$ cat src/rtl/ifetch.sv
// rtl/ifetch.sv - instruction fetch unit with 2-entry buffer; optional IFETCH_MISALIGN_CHECK_EN
module ifetch #(
    parameter logic [31:0] RESET_PC = 32'h0000_0000
) (
    input  logic        ip_clk,
    input  logic        ip_reset,
    output logic [31:0] op_imem_addr,
    input  logic        ip_imem_inst_valid,
    input  logic [31:0] ip_imem_inst,
    output logic        op_inst_valid,
    output logic [31:0] op_inst,
    output logic [31:0] op_inst_pc,
    input  logic        ip_inst_ready,
    input  logic        ip_redirect_valid,
    input  logic [31:0] ip_redirect_pc,
    output logic        op_misalign_err
);

    logic [31:0] fpc;
    logic [1:0]  count;
    logic [31:0] buf_pc   [2];
    logic [31:0] buf_inst [2];

    logic        halted;
    logic        redir_ok;
    logic        redir_bad;
    logic [31:0] redir_target;
    logic        push;
    logic        pop;
    logic        wr_idx;

`ifdef IFETCH_MISALIGN_CHECK_EN
    typedef enum logic {
        MODE_RUN  = 1'b0,
        MODE_HALT = 1'b1
    } mode_t;

    mode_t mode;
    mode_t mode_next;
    logic  misalign_err;

    // Mode register: a misaligned redirect parks the unit until reset
    always_ff @(posedge ip_clk) begin
        if (ip_reset) begin
            mode <= MODE_RUN;
        end else begin
            mode <= mode_next;
        end
    end

    // Next mode: RUN -> HALT on a misaligned redirect, HALT is absorbing
    always_comb begin
        mode_next = mode;
        if (mode == MODE_RUN && ip_redirect_valid && (ip_redirect_pc[1:0] != 2'b00)) begin
            mode_next = MODE_HALT;
        end
    end

    // Sticky misalignment flag
    always_ff @(posedge ip_clk) begin
        if (ip_reset) begin
            misalign_err <= 1'b0;
        end else if (redir_bad) begin
            misalign_err <= 1'b1;
        end
    end

    assign halted          = (mode == MODE_HALT);
    assign redir_bad       = ~halted & ip_redirect_valid & (ip_redirect_pc[1:0] != 2'b00);
    assign redir_ok        = ~halted & ip_redirect_valid & (ip_redirect_pc[1:0] == 2'b00);
    assign redir_target    = ip_redirect_pc;
    assign op_misalign_err = misalign_err;
`else
    assign halted          = 1'b0;
    assign redir_bad       = 1'b0;
    assign redir_ok        = ip_redirect_valid;
    assign redir_target    = ip_redirect_pc & 32'hFFFF_FFFC;
    assign op_misalign_err = 1'b0;
`endif

    // Handshake and buffer-write control; a redirect blocks both push and pop
    always_comb begin
        op_inst_valid = (count != 2'd0) & ~ip_redirect_valid & ~halted;
        pop           = op_inst_valid & ip_inst_ready;
        push          = ~halted & ip_imem_inst_valid & ~ip_redirect_valid
                        & ((count != 2'd2) | pop);
        wr_idx        = count[1] | (count[0] & ~pop);
    end

    // Fetch PC, occupancy and buffer storage; slot 0 is always the head
    always_ff @(posedge ip_clk) begin
        if (ip_reset) begin
            fpc         <= RESET_PC;
            count       <= 2'd0;
            buf_pc[0]   <= 32'h0;
            buf_pc[1]   <= 32'h0;
            buf_inst[0] <= 32'h0;
            buf_inst[1] <= 32'h0;
        end else if (redir_ok | redir_bad) begin
            count <= 2'd0;
            if (redir_ok) begin
                fpc <= redir_target;
            end
        end else begin
            if (pop) begin
                buf_pc[0]   <= buf_pc[1];
                buf_inst[0] <= buf_inst[1];
            end
            if (push) begin
                buf_pc[wr_idx]   <= fpc;
                buf_inst[wr_idx] <= ip_imem_inst;
                fpc              <= fpc + 32'd4;
            end
            count <= count + {1'b0, push} - {1'b0, pop};
        end
    end

    assign op_imem_addr = fpc;
    assign op_inst      = buf_inst[0];
    assign op_inst_pc   = buf_pc[0];

endmodule
$ cat config.mk
export PLATFORM = sky130hd
export DESIGN_NAME = ifetch
export DESIGN_NICKNAME = d
export VERILOG_FILES = /design/src/rtl/ifetch.sv
export SDC_FILE = /design/constraint.sdc
export NUM_CORES = 1
export LEC_CHECK = 0
export ABC_AREA = 1
export BUFFER_PORTS_ARGS = -buffer_cell sky130_fd_sc_hd__buf_2
export CORE_AREA = 2 2 124 126
export DETAILED_ROUTE_END_ITERATION = 16
export DIE_AREA = 0 0 126 128
export GPL_ROUTABILITY_DRIVEN = 0
export PLACE_DENSITY = 0.74
export REMOVE_ABC_BUFFERS = 1
export SLEW_MARGIN = 40
export SYNTH_ARGS = -nofsm -noshare
export SYNTH_HDL_FRONTEND = slang
export SYNTH_SLANG_ARGS = --single-unit
$ cat constraint.sdc
create_clock -name ip_clk -period 3.55 [get_ports ip_clk]
set_input_delay 0.1775 -clock ip_clk [delete_from_list [all_inputs] [get_ports ip_clk]]
set_output_delay 0.1775 -clock ip_clk [all_outputs]
set_load 0.1 [all_outputs]
Yosys cells after proc, flatten, opt, wreduce, memory -nomap -nowiden:

Memories as Yosys holds them, arrays and structs flattened.
Cells that the tools add are included.

* bitwise operators: 11
* equality and inequality tests: 1
* multiplexer cells: 20
* reduce and logical (&&, ||, !) cells: 5
* add/sub/neg operators: 3

Operator list (count)
* $mux 32: 6
* $reduce_or 32->1: 2
* $add 32x3->32 const B: 1
* $mux 1: 14
* $and 1x1->1: 5
* $or 1x1->1: 4
* $reduce_bool 2->1: 2
* $add 2x1->2: 1
* $ne 2x2->1 const B: 1
* $not 1->1: 2
* $reduce_or 2->1: 1
* $sub 2x1->2: 1

* output and inout bits: 98
* input port bits: 69
* memory bits (writable): 128
* memories: 2
* bits in registers: 34

Memory list
* buf_inst: words 2, bits a word 32, read ports 2, clocked after memory_dff 0, write ports 2, line 22 `logic [31:0] buf_inst [2];`
* buf_pc: words 2, bits a word 32, read ports 2, clocked after memory_dff 0, write ports 2, line 21 `logic [31:0] buf_pc [2];`

Depth between registers and ports, before layout:

* word-level depth: 11
* mapped depth: 13
* depth with buffers taken out: 11

Least setup slack after synthesis:

Ideal clock, no wire load.

* path kind: register to register
* start: register count[1]
* end: memory buf_inst[0][0] (enable)
* period minus slack after synthesis: 3296 ps
* buffers on the path: 1
* path slack: 254 ps
* stages on the path, launching flop included: 10
* setup time: 834 ps
* data arrival time: 2461 ps
* data required time: 2716 ps
* cell sequence: dfxtp_1 inv_2 nand2_2 nand3_4 nand2_1 nand2_2 nor2_4 nand2_2 clkbuf_2 nand3_1

RTL lines
* start: declaration: line 20 `logic [1:0] count;`
* start signal: assignment: line 114 `count <= count + {1'b0, push} - {1'b0, pop};`
* end: declaration: line 22

==> flow_summary_export.csv <==
group,metric,value,unit
run_status,status,"finished clean",
worst_setup_path,crit_end,"buf_inst[1][27]",
sta,finalSetupViolCount,0,
clock_network,cts-root-buf,"clkbuf_16",
worst_setup_path,rrSetupSlack,1100,ps
final_layout,postLayoutCoreUtil,0.5920,
floorplan,pin_count,167,
clock_network,numCtsBuffers,17,
global_route,grt_max_degree,125,
floorplan,fp.dieW,126,um
global_route,gr-usage-all-layers,0.2152,
sta,fin_crit_sh,0.6905,
route,drc,0,
synthesis,ys_seq_area_frac,0.6007,
hold_path,min_path_type,"in2reg",
floorplan,rows,45,
sta,max_clock_freq,407.9,MHz
global_route,grt_remaining_overflow,0,
synthesis,ys_warn_count,0,
place,dp_hpwl,11310,um
clock_network,ctsHoldBuffers,0,
route,wire_per_inst,14.99,um
worst_setup_path,worstPathRequired,3610,ps
place,portBuffers,159,
sta,fin_worst_skew,13.59,ps
floorplan,die_h,128,um
worst_setup_path,critPathLaunchType,"register",
global_route,grt_pass1_wl,27010,um
floorplan,fp.dieArea,16130,sq um
floorplan,core-area,14860,sq um
sta,final_max_slew_viol_count,0,
sta,tightest_slew,747.0,ps
clock_network,clk-insertion-delay-late,430,ps
route,ant_nets,0,
worst_setup_path,critPathMaxFanout,46,
floorplan,start_util,0.4888,
final_layout,fillers,1313,
synthesis,syn_avg_cell_area,9.220,sq um
place,dp_cells,1103,
clock_network,path_clk_slew,60,ps
worst_setup_path,startpoint,"count[1]",
worst_setup_path,path_depth,9,
clock_network,cts_setup_buffers,0,
final_layout,syn_to_final_growth,21.11,%
route,drt_pass1_iterations,5,
sta,hold_ws,14.33,ps
worst_setup_path,reg2reg_depth,9,
clock_network,clock_path_buffers,2,
worst_setup_path,cpPeakStageDelay,500,ps
flow_run,cap_violations,0,
synthesis,syn-cell-area,7266,sq um
sta,relSlewSlack,0.5014,
clock_network,h-tree-depth,4,
clock_network,cts_tree,"built",
worst_setup_path,rr_endpoint,"buf_inst[1][27]",
power_and_ir_drop,vdd_drop_max,334.9,uV
final_layout,final_cells,1135,
route,via_per_inst,5.093,
final_layout,final_layout_size_suffix_gt1_frac,0.2270,
final_layout,final_net_count,1006,
worst_setup_path,path_class,"reg2reg",
synthesis,ys.flop_type,"edfxtp_1",
worst_setup_path,critPathSlowestCell,"buf_4",
sta,rsz0062_at_grt,"no",
sta,min_period,2451,ps
route,drt-initial-drc-count,589,
route,vias,5780,
final_layout,layout_common_cells,"159 x buf_2, 141 x nand2_1, 124 x edfxtp_1",
synthesis,netlist_instances,788,
final_layout,final_common_cell,"buf_2",
worst_setup_path,crit_chain,"inv_2 -> nand2_2 -> nand3_4 -> nand2_1 -> nand2_2 -> inv_1 -> nand3b_1 -> nand2_2 -> buf_4",
sta,final-hold-violation-count,0,
worst_setup_path,end_kind,"register",
worst_setup_path,cp_top_family,"buffers and inverters",
worst_setup_path,arrival,2510,ps
global_route,grt_pass1_vias,5350,
clock_network,clock_sinks,156,
power_and_ir_drop,powerDensity,555.7,nW/um^2
global_route,antenna_found_initial,0,
route,routed_wl,17010,um
clock_network,cts_resized,0,
worst_setup_path,cp_num_buf_inv,3,
worst_setup_path,crit_top_cell,"nand2_2",
final_layout,n_antenna_cell,0,
synthesis,yosysUniqueCellTypes,33,
synthesis,ys_ff_latch,156,
worst_setup_path,rr_startpoint,"count[1]",
power_and_ir_drop,leakagePower,0.003862,uW
synthesis,async_flop_share,0,
synthesis,synth_edf_count,124,
-- routing by layer --
| layer | up-vias | wire [um] | global-route usage |
|---|---|---|---|
| li1 | 2908 | - | - |
| met1 | 2648 | 7552 | 0.2818 |
| met2 | 199 | 8040 | 0.3469 |
| met3 | 25 | 1094 | 0.05426 |
| met4 | 0 | 320 | 0.08403 |
| met5 | - | 0 | 0 |
-- kinds of logic after synthesis --
family / share of synthesized area
AOI/OAI and AO/OA: 0.07319
xor gates and xnor gates: 0.01206
adders and majority gates: 0.005167
buffers and inverters: 0.08731
DFF: 0.6007
other: 0.0005161
and+or+nand+nor: 0.2211
-- sequential cells by signal, indices dropped and copies added, names as in the netlist --
name	cells
buf_inst	64
buf_pc	60
op_imem_addr	30
count	2
-- synthesized netlist by cell type (4+ instances only) --
master | instances | area, sq um
o21ai_1 | 48 | 240.2
xor2_1 | 8 | 70.07
inv_1 | 94 | 352.8
dfxtp_1 | 32 | 640.6
buf_2 | 18 | 90.09
a21oi_1 | 16 | 80.08
nand3_1 | 109 | 545.5
edfxtp_1 | 124 | 3724
o21ai_0 | 34 | 170.2
nor2_1 | 101 | 379.1
buf_4 | 5 | 37.54
clkbuf_1 | 10 | 37.54
nand2_1 | 142 | 533.0
nor2_2 | 4 | 25.02
buf_6 | 8 | 90.09
nand2_2 | 5 | 31.28
nor3_1 | 6 | 30.03
-- worst min path at each step --
| stage | start | to | slack, ps | cells past startpoint |
|---|---|---|---|---|
| 3_5_place_dp | ip_redirect_pc[4] | op_imem_addr[4] | 450 | 3 |
| 6_report | ip_redirect_pc[4] | op_imem_addr[4] | 10 | 3 |
| 3_3_place_gp | ip_redirect_pc[4] | op_imem_addr[4] | 450 | 3 |
| 5_1_grt | ip_redirect_pc[2] | op_imem_addr[2] | 30 | 3 |
| 2_1_floorplan | ip_reset | op_imem_addr[17] | 250 | 1 |
| 4_1_cts | ip_redirect_pc[4] | op_imem_addr[4] | 10 | 3 |
-- per-stage QoR --
stage | TNS, ps | worst slack, ps | instance area [sq um] | total power, uW
after CTS | 0 | 1104 | 8800 | 4909
after global placement | 0 | 1142 | 8173 | 3039
after floorplan | -134760 | -1251 | 7009 | 2861
after global routing | 0 | 896.9 | 8800 | 5037
final | 0 | 1099 | 8800 | 4890
after detailed placement | 0 | 1083 | 8173 | 3049
-- where the power goes --
part,switching [uW],internal [uW],total [uW]
clock,696,1190,1880
sequential,54.2,2080,2130
combinational,748,129,877
total,1500,3390,4890
-- worst register-to-register path, stage by stage, from the launching register on --
cell and delay [ps]:
dfxtp_1 350, inv_2 60, nand2_2 90, nand3_4 110
nand2_1 100, nand2_2 150, inv_1 370, nand3b_1 170
nand2_2 110, buf_4 500
-- layout make-up --
class / instances / area [sq um] / area share
Clock inverter: 3 / 42.54 / 0.004834
Multi-Input combinational cell: 495 / 2310 / 0.2625
Tap cell: 188 / 235.2 / 0.02673
Timing Repair Buffer: 168 / 900.9 / 0.1024
Clock buffer: 29 / 584.3 / 0.06640
Sequential cell: 156 / 4364 / 0.4959
Inverter: 96 / 362.8 / 0.04123
Power figures use the tool's default switching activity.
